[src/rtl/dec_out_buf.sv]
// dec_out_buf: output-side frame buffer of the iterative decoder.
//
// Collects DEPTH symbols per decoder pass for ITER passes per frame. Each pass
// overwrites the previous one, so only the final-iteration result is kept. That
// result is then drained from address 0 to DEPTH-1 over a valid/ready interface.
// Input that arrives during a drain is discarded and raises the sticky ovf flag.
//
// Ports:
//   clk      working clock
//   rst      synchronous, active-high reset
//   di       decoded symbol from the decoder
//   di_vld   di valid, one symbol per cycle, no back-pressure
//   do_data  buffered symbol to downstream ("do" is a reserved word)
//   do_vld   do_data valid
//   do_rdy   downstream ready; a beat transfers on do_vld && do_rdy
//   do_last  marks the final beat (index DEPTH-1) of a drain
//   busy     high while draining
//   ovf      sticky overflow flag, cleared only by rst
//   do_iter  pass index of the drained data (DOB_ALL_ITER_EN builds only)
//
// Optional feature, macro DOB_ALL_ITER_EN: every completed pass is drained, not
// only the last one, and do_iter reports which pass is being drained.
//
// Read path: a synchronous read port feeds a read-stage register, which feeds
// the output register. The read stage doubles as a prefetch slot, so beats can
// go out every cycle while do_rdy stays high, and do_vld rises two cycles after
// the final input symbol is accepted.

module dec_out_buf #(
  parameter int unsigned DEPTH = 32,
  parameter int unsigned DW    = 3,
  parameter int unsigned AW    = 5,
  parameter int unsigned ITER  = 4,
  localparam int unsigned IW   = (ITER > 1) ? $clog2(ITER) : 1
) (
  input  logic          clk,
  input  logic          rst,
  input  logic [DW-1:0] di,
  input  logic          di_vld,
  output logic [DW-1:0] do_data,
  output logic          do_vld,
  input  logic          do_rdy,
  output logic          do_last,
  output logic          busy,
  output logic          ovf
`ifdef DOB_ALL_ITER_EN
  ,
  output logic [IW-1:0] do_iter
`endif
);

  localparam logic [AW-1:0] LastAddr = AW'(DEPTH - 1);
  localparam logic [IW-1:0] LastIter = IW'(ITER - 1);

  typedef enum logic [0:0] {
    StCollect,
    StDrain
  } state_e;

  state_e        state_q, state_d;
  logic [AW-1:0] wr_cnt_q, wr_cnt_d;
  logic [IW-1:0] iter_cnt_q, iter_cnt_d;
  logic [AW-1:0] ra_q, ra_d;            // next read address to issue
  logic          ra_done_q, ra_done_d;  // all DEPTH reads of this drain issued
  logic [AW-1:0] rd_cnt_q, rd_cnt_d;    // index of the beat currently on the output
  logic          rd_vld_q, rd_vld_d;    // read stage holds a fetched symbol
  logic          rd_last_q, rd_last_d;  // that symbol is index DEPTH-1
  logic [DW-1:0] rd_data_q;
  logic [DW-1:0] do_q, do_d;
  logic          do_vld_q, do_vld_d;
  logic          do_last_q, do_last_d;
  logic          busy_q, busy_d;
  logic          ovf_q, ovf_d;

  logic [DW-1:0] mem [DEPTH];

  logic wr_en;
  logic out_take;  // output register can load this cycle
  logic do_hs;
  logic rd_en;

  always_comb begin
    wr_en    = (state_q == StCollect) && di_vld;
    do_hs    = do_vld_q && do_rdy;
    out_take = !do_vld_q || do_rdy;
    // Issue a read only if the read stage is empty or is being emptied now.
    rd_en    = (state_q == StDrain) && !ra_done_q && (!rd_vld_q || out_take);
  end

  always_comb begin
    state_d    = state_q;
    wr_cnt_d   = wr_cnt_q;
    iter_cnt_d = iter_cnt_q;
    ra_d       = ra_q;
    ra_done_d  = ra_done_q;
    rd_cnt_d   = rd_cnt_q;
    rd_vld_d   = rd_vld_q;
    rd_last_d  = rd_last_q;
    do_d       = do_q;
    do_vld_d   = do_vld_q;
    do_last_d  = do_last_q;
    busy_d     = busy_q;
    ovf_d      = ovf_q;

    unique case (state_q)
      StCollect: begin
        if (di_vld) begin
          if (wr_cnt_q == LastAddr) begin
            wr_cnt_d = '0;
`ifdef DOB_ALL_ITER_EN
            // Every pass is drained; iter_cnt advances when the drain ends.
            state_d = StDrain;
            busy_d  = 1'b1;
`else
            if (iter_cnt_q == LastIter) begin
              iter_cnt_d = '0;
              state_d    = StDrain;
              busy_d     = 1'b1;
            end else begin
              iter_cnt_d = iter_cnt_q + 1'b1;
            end
`endif
          end else begin
            wr_cnt_d = wr_cnt_q + 1'b1;
          end
        end
      end

      StDrain: begin
        // Includes the cycle of the final handshake: that symbol is dropped too.
        if (di_vld) begin
          ovf_d = 1'b1;
        end

        if (rd_en) begin
          rd_vld_d  = 1'b1;
          rd_last_d = (ra_q == LastAddr);
          if (ra_q == LastAddr) begin
            ra_d      = '0;
            ra_done_d = 1'b1;
          end else begin
            ra_d = ra_q + 1'b1;
          end
        end else if (out_take) begin
          rd_vld_d = 1'b0;
        end

        if (rd_vld_q && out_take) begin
          do_d      = rd_data_q;
          do_vld_d  = 1'b1;
          do_last_d = rd_last_q;
        end else if (do_hs) begin
          do_vld_d  = 1'b0;
          do_last_d = 1'b0;
        end

        if (do_hs) begin
          if (rd_cnt_q == LastAddr) begin
            rd_cnt_d  = '0;
            ra_done_d = 1'b0;
            state_d   = StCollect;
            busy_d    = 1'b0;
`ifdef DOB_ALL_ITER_EN
            iter_cnt_d = (iter_cnt_q == LastIter) ? '0 : iter_cnt_q + 1'b1;
`endif
          end else begin
            rd_cnt_d = rd_cnt_q + 1'b1;
          end
        end
      end
    endcase
  end

  always_ff @(posedge clk) begin
    if (rst) begin
      state_q    <= StCollect;
      wr_cnt_q   <= '0;
      iter_cnt_q <= '0;
      ra_q       <= '0;
      ra_done_q  <= 1'b0;
      rd_cnt_q   <= '0;
      rd_vld_q   <= 1'b0;
      rd_last_q  <= 1'b0;
      do_q       <= '0;
      do_vld_q   <= 1'b0;
      do_last_q  <= 1'b0;
      busy_q     <= 1'b0;
      ovf_q      <= 1'b0;
    end else begin
      state_q    <= state_d;
      wr_cnt_q   <= wr_cnt_d;
      iter_cnt_q <= iter_cnt_d;
      ra_q       <= ra_d;
      ra_done_q  <= ra_done_d;
      rd_cnt_q   <= rd_cnt_d;
      rd_vld_q   <= rd_vld_d;
      rd_last_q  <= rd_last_d;
      do_q       <= do_d;
      do_vld_q   <= do_vld_d;
      do_last_q  <= do_last_d;
      busy_q     <= busy_d;
      ovf_q      <= ovf_d;
    end
  end

  // Storage needs no reset; contents are only read after a full frame is written.
  always_ff @(posedge clk) begin
    if (wr_en) begin
      mem[wr_cnt_q] <= di;
    end
    if (rd_en) begin
      rd_data_q <= mem[ra_q];
    end
  end

  assign do_data = do_q;
  assign do_vld  = do_vld_q;
  assign do_last = do_last_q;
  assign busy    = busy_q;
  assign ovf     = ovf_q;
`ifdef DOB_ALL_ITER_EN
  assign do_iter = iter_cnt_q;
`endif

endmodule
[config.mk]
export PLATFORM = sky130hd
export DESIGN_NAME = dec_out_buf
export DESIGN_NICKNAME = d
export VERILOG_FILES = /design/src/rtl/dec_out_buf.sv
export SDC_FILE = /design/constraint.sdc
export NUM_CORES = 1
export LEC_CHECK = 0
export BUFFER_PORTS_ARGS = -buffer_cell sky130_fd_sc_hd__buf_2
export CORE_MARGIN = 2
export CORE_UTILIZATION = 50
export DETAILED_ROUTE_END_ITERATION = 12
export GPL_TIMING_DRIVEN = 1
export MAX_ROUTING_LAYER = met4
export PLACE_DENSITY = 0.69
export SLEW_MARGIN = 0
export SYNTH_ARGS = -nofsm -noshare
export SYNTH_HDL_FRONTEND = slang
export SYNTH_SLANG_ARGS = --single-unit
[constraint.sdc]
create_clock -name clk -period 1.8 [get_ports clk]
set_clock_uncertainty 0.1 [all_clocks]
set_input_delay 0.18 -clock clk [delete_from_list [all_inputs] [get_ports clk]]
set_output_delay 0.18 -clock clk [all_outputs]
set_load 0.01 [all_outputs]
Word-level counts from Yosys, hierarchy flattened. Memories as Yosys holds them, arrays and structs flattened. A register that Yosys moved wholly into a read port is not among the register bits. Cells that the tools add are included.

Multiplexer cells: 27. Add/subtract/negate cells: 4. Reductions and logical operators: 21. Eq/ne operators: 9. Bitwise gates (word level): 1.

Operators by type and width (count): two-way mux 1 bit (21); adder 5 x 1 -> 5 bit, second input constant (3); == test 5 bit, second input constant (3); two-way mux 5 bit (3); AND reduction 2 bit (7); != test 2 x 1 -> 1 bit, second input constant (4); logical AND 1 bit (5); AND reduction 5 bit (1); case mux 1 bit (2 select lines) (2); nonzero test 2 bit (2); zero test 1 bit (3); AND reduction 3 bit (1); adder 2 x 1 -> 2 bit, second input constant (1); == test 2 bit, second input constant (1); logical OR 1 bit (2); two-way mux 2 bit (1); != test 2 bit, second input constant (1); NOT 1 bit (1).

Word-level logic and storage cells: 76. Memories: 1. Output and inout port bits: 7. Flip-flop bits (word level): 28. Bits in writable memories: 96. Input bits: 7.

Memories: mem (depth 32, width 3, rd ports 1, clocked after memory_dff 1, write ports 1, RTL line 75) `logic [DW-1:0] mem [DEPTH];`.

Logic depth before layout (Yosys ltp). Gate-level depths: netlist of the first run.

Depth after elaboration: 7. Gate-level depth with buffers: 7. Depth with buffers taken out: 7.

Least setup slack after synthesis of the first run. OpenSTA, ideal clock, no wires.

Path kind: register to register. From: reg ra_q[1]. To: reg rd_data_q[1], read port of mem, data pin. Arrival: 1321 ps. Data required time: 1428 ps. Path slack: 108 ps. Stages on the path, launching flop included: 5. Path buffers: 0. Clock period less this slack: 1692 ps. Setup time: 272 ps. Cell sequence: dfxtp_1 > mux4_1 > mux2_2 > nand2_1 > a32oi_1.

RTL lines: start: declaration (RTL line 63) `logic [AW-1:0] ra_q, ra_d;`; start signal: assignment (RTL line 193) `ra_q <= ra_d;`; end: declaration (RTL line 68) `logic [DW-1:0] rd_data_q;`.

Worst setup path in the final report of the first run.
From: reg wr_cnt_q[1]. To: mem mem[13][1], enable pin.

RTL lines: start: declaration (RTL line 61) `logic [AW-1:0] wr_cnt_q, wr_cnt_d;`; start signal: assignment (RTL line 191) `wr_cnt_q <= wr_cnt_d;`; end: declaration (RTL line 75).

Straight into the memory's write port.

==> run_results.csv, run 1 <==
group,metric,value,unit
run_status,outcome,"finished, violations left",
run_status,violations,"setup timing",
floorplan,rows,37,
synth,synth-seq-area-share,0.660,
cts,cts_tree,"done",
synth,ys_warn_count,0,
cts,cts_setup_buffers,0,
synth,synthTopCellsByArea,"edfxtp_1 55%, dfxtp_1 10%, mux4_1 5.9%",
min_path,hold_class,"in -> reg",
setup_path,rr_startpoint,"wr_cnt_q[1]$_SDFFE_PP0P_",
layout,nets,431,
timing,max_slew_margin,0.598,
floorplan,die_h,108,um
layout,area_delta_synth_final,18.8,%
setup_path,worstSetupStartpointType,"flip-flop",
global_route,antenna_found_initial,0,
pwr,p_leak,2.14,nW
setup_path,end_kind,"flip-flop",
synth,synth_fp_nets,393,
cts,root_buffer,"clkbuf_8",
global_route,grt_pass1_wl,17.6,mm
route,firstDrtPassIters,6,
pwr,finalPower,6.72,mW
route,wl_per_cell,20.1,um
cts,htree_levels,4,
setup_path,r2r_slack,-20,ps
global_route,grt_overflow,0,
placement,postPlaceCellArea,0.00564,mm^2
timing,tightestPinTransition,603,ps
layout,stdcell_area,0.00636,mm^2
layout,finalNonFillerCells,562,
synth,synth_area_leader_cell,"edfxtp_1",
synth,ys_types,46,
synth,yosys.area.top_type_share,0.555,
floorplan,fp.coreArea,0.0104,mm^2
global_route,first_global_vias,3206,
layout,drive_above_1_share,0.249,
setup_path,r2r_end,"mem[13][1]$_DFFE_PP_",
timing,finalSetupViolations,3,
floorplan,die-area,0.0116,mm^2
floorplan,initial_core_util,0.517,
timing,post-route-period-util,1.01,
placement,dp_hpwl,6.91,mm
min_path,hp-start,"di[2]",
timing,timing.hold.ws,103,ps
timing,layout_setup_ws,-19.2,ps
cts,cts_buffer_depth,2,
setup_path,crit_type,"reg -> reg",
cts,clkTransAtPathRegs,60,ps
global_route,grt_max_degree,33,
floorplan,die_x,108,um
route,via_per_inst,5.71,
synth,syn_area,0.00536,mm^2
cts,clk-insertion-delay-late,530,ps
synth,ys.flop_type,"edfxtp_1",
timing,hold_viol,0,
setup_path,cp.required,1900,ps
route,drc_errors,0,
min_path,whs_endpoint,"mem[26][2]$_DFFE_PP_",
cts,cts-buffers-inserted,17,
layout,antenna_cells,0,
route,drt_iter0_drc,316,
floorplan,io_pins,14,
layout,num-fill-cells,789,
pwr,p_per_area,1060,mW/mm^2
global_route,track_usage,0.218,
synth,synth-edff-count,99,
timing,min_period,1820,ps
cts,clock_sinks,127,
synth,synth_cells,375,
route,drtAntennaViolNets,0,
min_path,holdPathStages,1,
timing,rsz0062_at_grt,"true",
run,cap_violations,0,
synth,synthArstFlopShare,0,
setup_path,ff2ff_path_depth,5,
placement,place_inst,527,
route,vias,3207,
synth,synth_area_per_cell,14.3,um^2
placement,port_buffers,13,
route,wl,11.3,mm
synth,synth-seq-cells,127,
placement,place.gp.congestion,0.789,
setup_path,cp_max_fo,8,
timing,fmax,550,MHz
setup_path,cp.arrival,1920,ps
pwr,irDropWorstVdd,720,uV
timing,slew_violations,0,
-- per-stage QoR --
stage                     utilization  TNS (ps)  worst slack, ps
after floorplan                     -         0              108
after global placement          0.544      -136            -74.8
after detailed placement        0.544      -213            -80.6
after CTS                       0.604     -9.30            -3.23
after global routing            0.614     -1520            -57.2
final                           0.614     -57.1            -19.2
-- state kept, by name, summed over array words and instances (netlist names) --
signal	count
mem	96
ra_q	5
rd_cnt_q	5
wr_cnt_q	5
do_data	3
rd_data_q	3
iter_cnt_q	2
busy	1
do_last	1
do_vld	1
ovf	1
ra_done_q	1
rd_last_q	1
rd_vld_q	1
state_q	1
-- worst max-delay path: stages (launching register included) --
cell and delay [ps]:
dfxtp_1 310, buf_4 150, inv_1 70, ha_1 140, nand2_1 310, nor2_1 400
-- layer usage --
| layer | GRT usage | wire (um) |
|---|---|---|
| met4 | 0.0907 | 197 |
| met3 | 0.0563 | 555 |
| met2 | 0.337 | 5520 |
| met5 | - | 0 |
| met1 | 0.276 | 5030 |
-- synthesized netlist by cell type (4+ instances only) --
library cell and n:
and3_1 5, mux2i_1 26, mux4_1 12, nor2_1 48
nand3_1 6, nand2_1 27, ha_1 11, nand3b_1 6
or3_1 4, a221oi_1 5, clkbuf_1 6, edfxtp_1 99
inv_1 6, buf_4 4, buf_2 4, nor2b_1 5
dfxtp_1 28, o21ai_1 5, a21oi_1 19
-- final cells by class --
type	instances	area, um^2	share of cell area
clock inverter	13	141	0.0222
inverter	6	22.5	0.00354
sequential	127	3540	0.556
multi-input combinational	224	1770	0.279
timing repair buffer	37	285	0.0448
tap	136	170	0.0267
clock buffer	19	432	0.0678
-- report_power, final --
part           total, mW  switching [mW]  internal (mW)
combinational      0.257           0.163         0.0931
clock               3.27            1.27           2.01
sequential          3.19          0.0123           3.18
-- timing repair --
item	in CTS	in global routing
gates resized for setup	10	31
setup endpoints to repair	7	45
hold buffers	3	0
pin swaps	0	2
hold endpoints to repair	24	0
-- cell families after synthesis --
group           count (synthesis)  share of synthesized area
xor+xnor                        3                    0.00491
simple gates                  115                      0.101
compound gates                 53                     0.0645
flops                         127                      0.660
mux                            42                      0.118
fa+ha+maj                      11                     0.0257
buf+inv                        24                     0.0269
-- placed cells by master (no fill, tap or decap), types with 4 or more instances in the layout --
master	n
edfxtp_1	99
nor2_1	39
nand2_1	26
dfxtp_1	26
mux2i_1	24
a21oi_1	17
buf_4	17
clkbuf_16	16
buf_2	13
nor2_2	9
ha_1	9
mux4_1	7
inv_1	6
nand3b_1	6
mux4_2	6
nand3_1	6
clkinvlp_4	5
nor2b_1	4
and3_1	4
o21ai_1	4
or3_1	4
-- worst max path at each step --
stage / startpoint / end / slack, ps
after floorplan: ra_q[1]$_SDFFE_PP0P_ / rd_data_q[1]$_DFFE_PN_ / 110
after global placement: ra_q[0]$_SDFFE_PP0P_ / rd_data_q[0]$_DFFE_PN_ / -70
after detailed placement: ra_q[1]$_SDFFE_PP0P_ / rd_data_q[1]$_DFFE_PN_ / -80
after CTS: wr_cnt_q[0]$_SDFFE_PP0P_ / mem[28][2]$_DFFE_PP_ / -3
after global routing: wr_cnt_q[1]$_SDFFE_PP0P_ / mem[1][2]$_DFFE_PP_ / -60
final: wr_cnt_q[1]$_SDFFE_PP0P_ / mem[13][1]$_DFFE_PP_ / -20
(Power assumes the default switching activity.)
==> inputs of run 2 (changes only) <==
Settings changed: CORE_MARGIN 2 to unset.
==> run_results.csv, run 2 (same netlist as run 1, synthesis figures left out) <==
group,metric,value,unit
global_route,first_global_vias,3333,
setup_path,end_kind,"flip-flop",
layout,stdcell_area,0.00645,mm^2
setup_path,cp.arrival,2060,ps
route,drc_errors,0,
setup_path,cp.required,2050,ps
route,wl,10.9,mm
cts,root_buffer,"clkbuf_8",
layout,largest_reg_flops,96,
timing,min_period,1810,ps
route,vias,3243,
cts,cts_tree,"done",
setup_path,crit_path_top_delay_cell,"o221ai_1",
global_route,grt_max_degree,33,
layout,finalNonFillerCells,569,
timing,layout_setup_ws,-5.08,ps
cts,cts_buffer_depth,2,
global_route,grt_pass1_wl,17.3,mm
cts,clkTransAtPathRegs,60,ps
floorplan,die_x,106,um
placement,postPlaceCellArea,0.00571,mm^2
global_route,track_usage,0.220,
timing,hold_viol,0,
timing,rsz0062_at_grt,"true",
pwr,irDropWorstVdd,896,uV
floorplan,io_pins,14,
layout,drive_above_1_share,0.238,
timing,tightestPinTransition,584,ps
timing,fmax,554,MHz
setup_path,crit_type,"reg -> reg",
setup_path,cp_max_fo,5,
setup_path,worstSetupStartpointType,"flip-flop",
pwr,finalPower,7.06,mW
layout,num-fill-cells,779,
cts,cts-buffers-inserted,17,
floorplan,die-area,0.0111,mm^2
layout,area_delta_synth_final,20.4,%
layout,seqCellArea,0.00354,mm^2
setup_path,critPathMaxStageDelay,360,ps
global_route,antenna_found_initial,0,
placement,pre_cts_slack,-64.9,ps
layout,multi_input_area,0.00175,mm^2
route,firstDrtPassIters,7,
placement,place_inst,534,
placement,place.gp.congestion,0.826,
run_status,outcome,"finished, violations left",
cts,clk-insertion-delay-late,520,ps
floorplan,rows,37,
pwr,p_per_area,1090,mW/mm^2
placement,port_buffers,13,
timing,tns,-5.08,ps
timing,post-route-period-util,1.00,
floorplan,die_h,106,um
layout,nets,438,
route,drt_iter0_drc,208,
timing,finalSetupViolations,1,
setup_path,critPathBufInv,2,
timing,slew_violations,0,
layout,antenna_cells,0,
setup_path,path_cells,"buf_6 > buf_4 > nand3b_1 > o221ai_1 > a21oi_1 > a22oi_1",
layout,largest_register,"mem",
global_route,grt_overflow,0,
cts,clock_sinks,127,
floorplan,initial_core_util,0.517,
layout,mostFrequentLayoutCell,"edfxtp_1",
route,wl_per_cell,19.2,um
setup_path,crit_family,"compound AO/OA/AOI/OAI gates",
run_status,violations,"setup timing",
cts,htree_levels,4,
pwr,p_leak,2.23,nW
route,via_per_inst,5.70,
route,drtAntennaViolNets,0,
timing,max_slew_margin,0.610,
placement,dp_hpwl,7.08,mm
layout,mostFrequentLayoutCells,"99 x edfxtp_1, 44 x nor2_1, 27 x nand2_1",
floorplan,fp.coreArea,0.0104,mm^2
run,cap_violations,0,
min_path,hold_class,"in -> reg",
## run 2: cell count changes in the layout (fill, tap and decap cells not counted), moves of 3 or more
cell | previous run | this run
nor2_2 | 9 | 4
mux4_1 | 7 | 10
mux4_2 | 6 | 3
bufinv_16 | 2 | 5
nor2_1 | 39 | 44
buf_4 | 17 | 24
## run 2: what timing repair did
action	in CTS	in global routing
hold buffers	3	0
endpoints found under the hold margin	4	0
setup buffers	0	0
pin swaps	0	1
endpoints found under the setup margin	7	41
gates resized for setup	8	16
## run 2: worst reg2reg max path, delay by kind of cell, from the launching register on
family | cells | cell delay, ps
AO/OA/AOI/OAI | 3 | 620
flip-flops | 1 | 330
AND/OR/NAND/NOR | 1 | 320
buffers and inverters | 2 | 260
## run 2: cell type report
cell class,instances,share of cell area
sequential,127,0.548
multi-input combinational,224,0.271
clock buffer,17,0.0642
timing repair buffer,44,0.0524
clock inverter,15,0.0338
tap,136,0.0264
inverter,6,0.00349
## run 2: final timing paths
| kind | from | end | slack, ps | cells after the start |
|---|---|---|---|---|
| max | ra_q[1]$_SDFFE_PP0P_ | rd_data_q[2]$_DFFE_PN_ | -5 | 6 |
| max reg2reg | ra_q[1]$_SDFFE_PP0P_ | rd_data_q[2]$_DFFE_PN_ | -5 | 6 |
| min reg2reg | ra_done_q$_SDFFE_PP0P_ | ra_done_q$_SDFFE_PP0P_ | 360 | 2 |
| min | di[1] | mem[16][1]$_DFFE_PP_ | 100 | 1 |
## run 2: power by group
group	switching [mW]	internal, mW	total [mW]
Clock	1.23	2.38	3.61
Combinational	0.156	0.0965	0.253
Sequential	0.0123	3.18	3.19
## run 2: stage by stage
stage / util / hold slack, ps
6_report: 0.622 / 98.4
5_1_grt: 0.622 / 105
4_1_cts: 0.617 / 100
3_5_place_dp: 0.550 / 357
3_3_place_gp: 0.550 / 346
2_1_floorplan: - / 149
## run 2: per-layer routing
metal,wire (um),vias to the layer above,GRT usage,share of wire
met5,0,-,-,0
met2,5400,109,0.335,0.49
met1,4850,1601,0.287,0.44
met4,137,0,0.0843,0.013
li1,-,1522,-,-
met3,543,11,0.0569,0.050
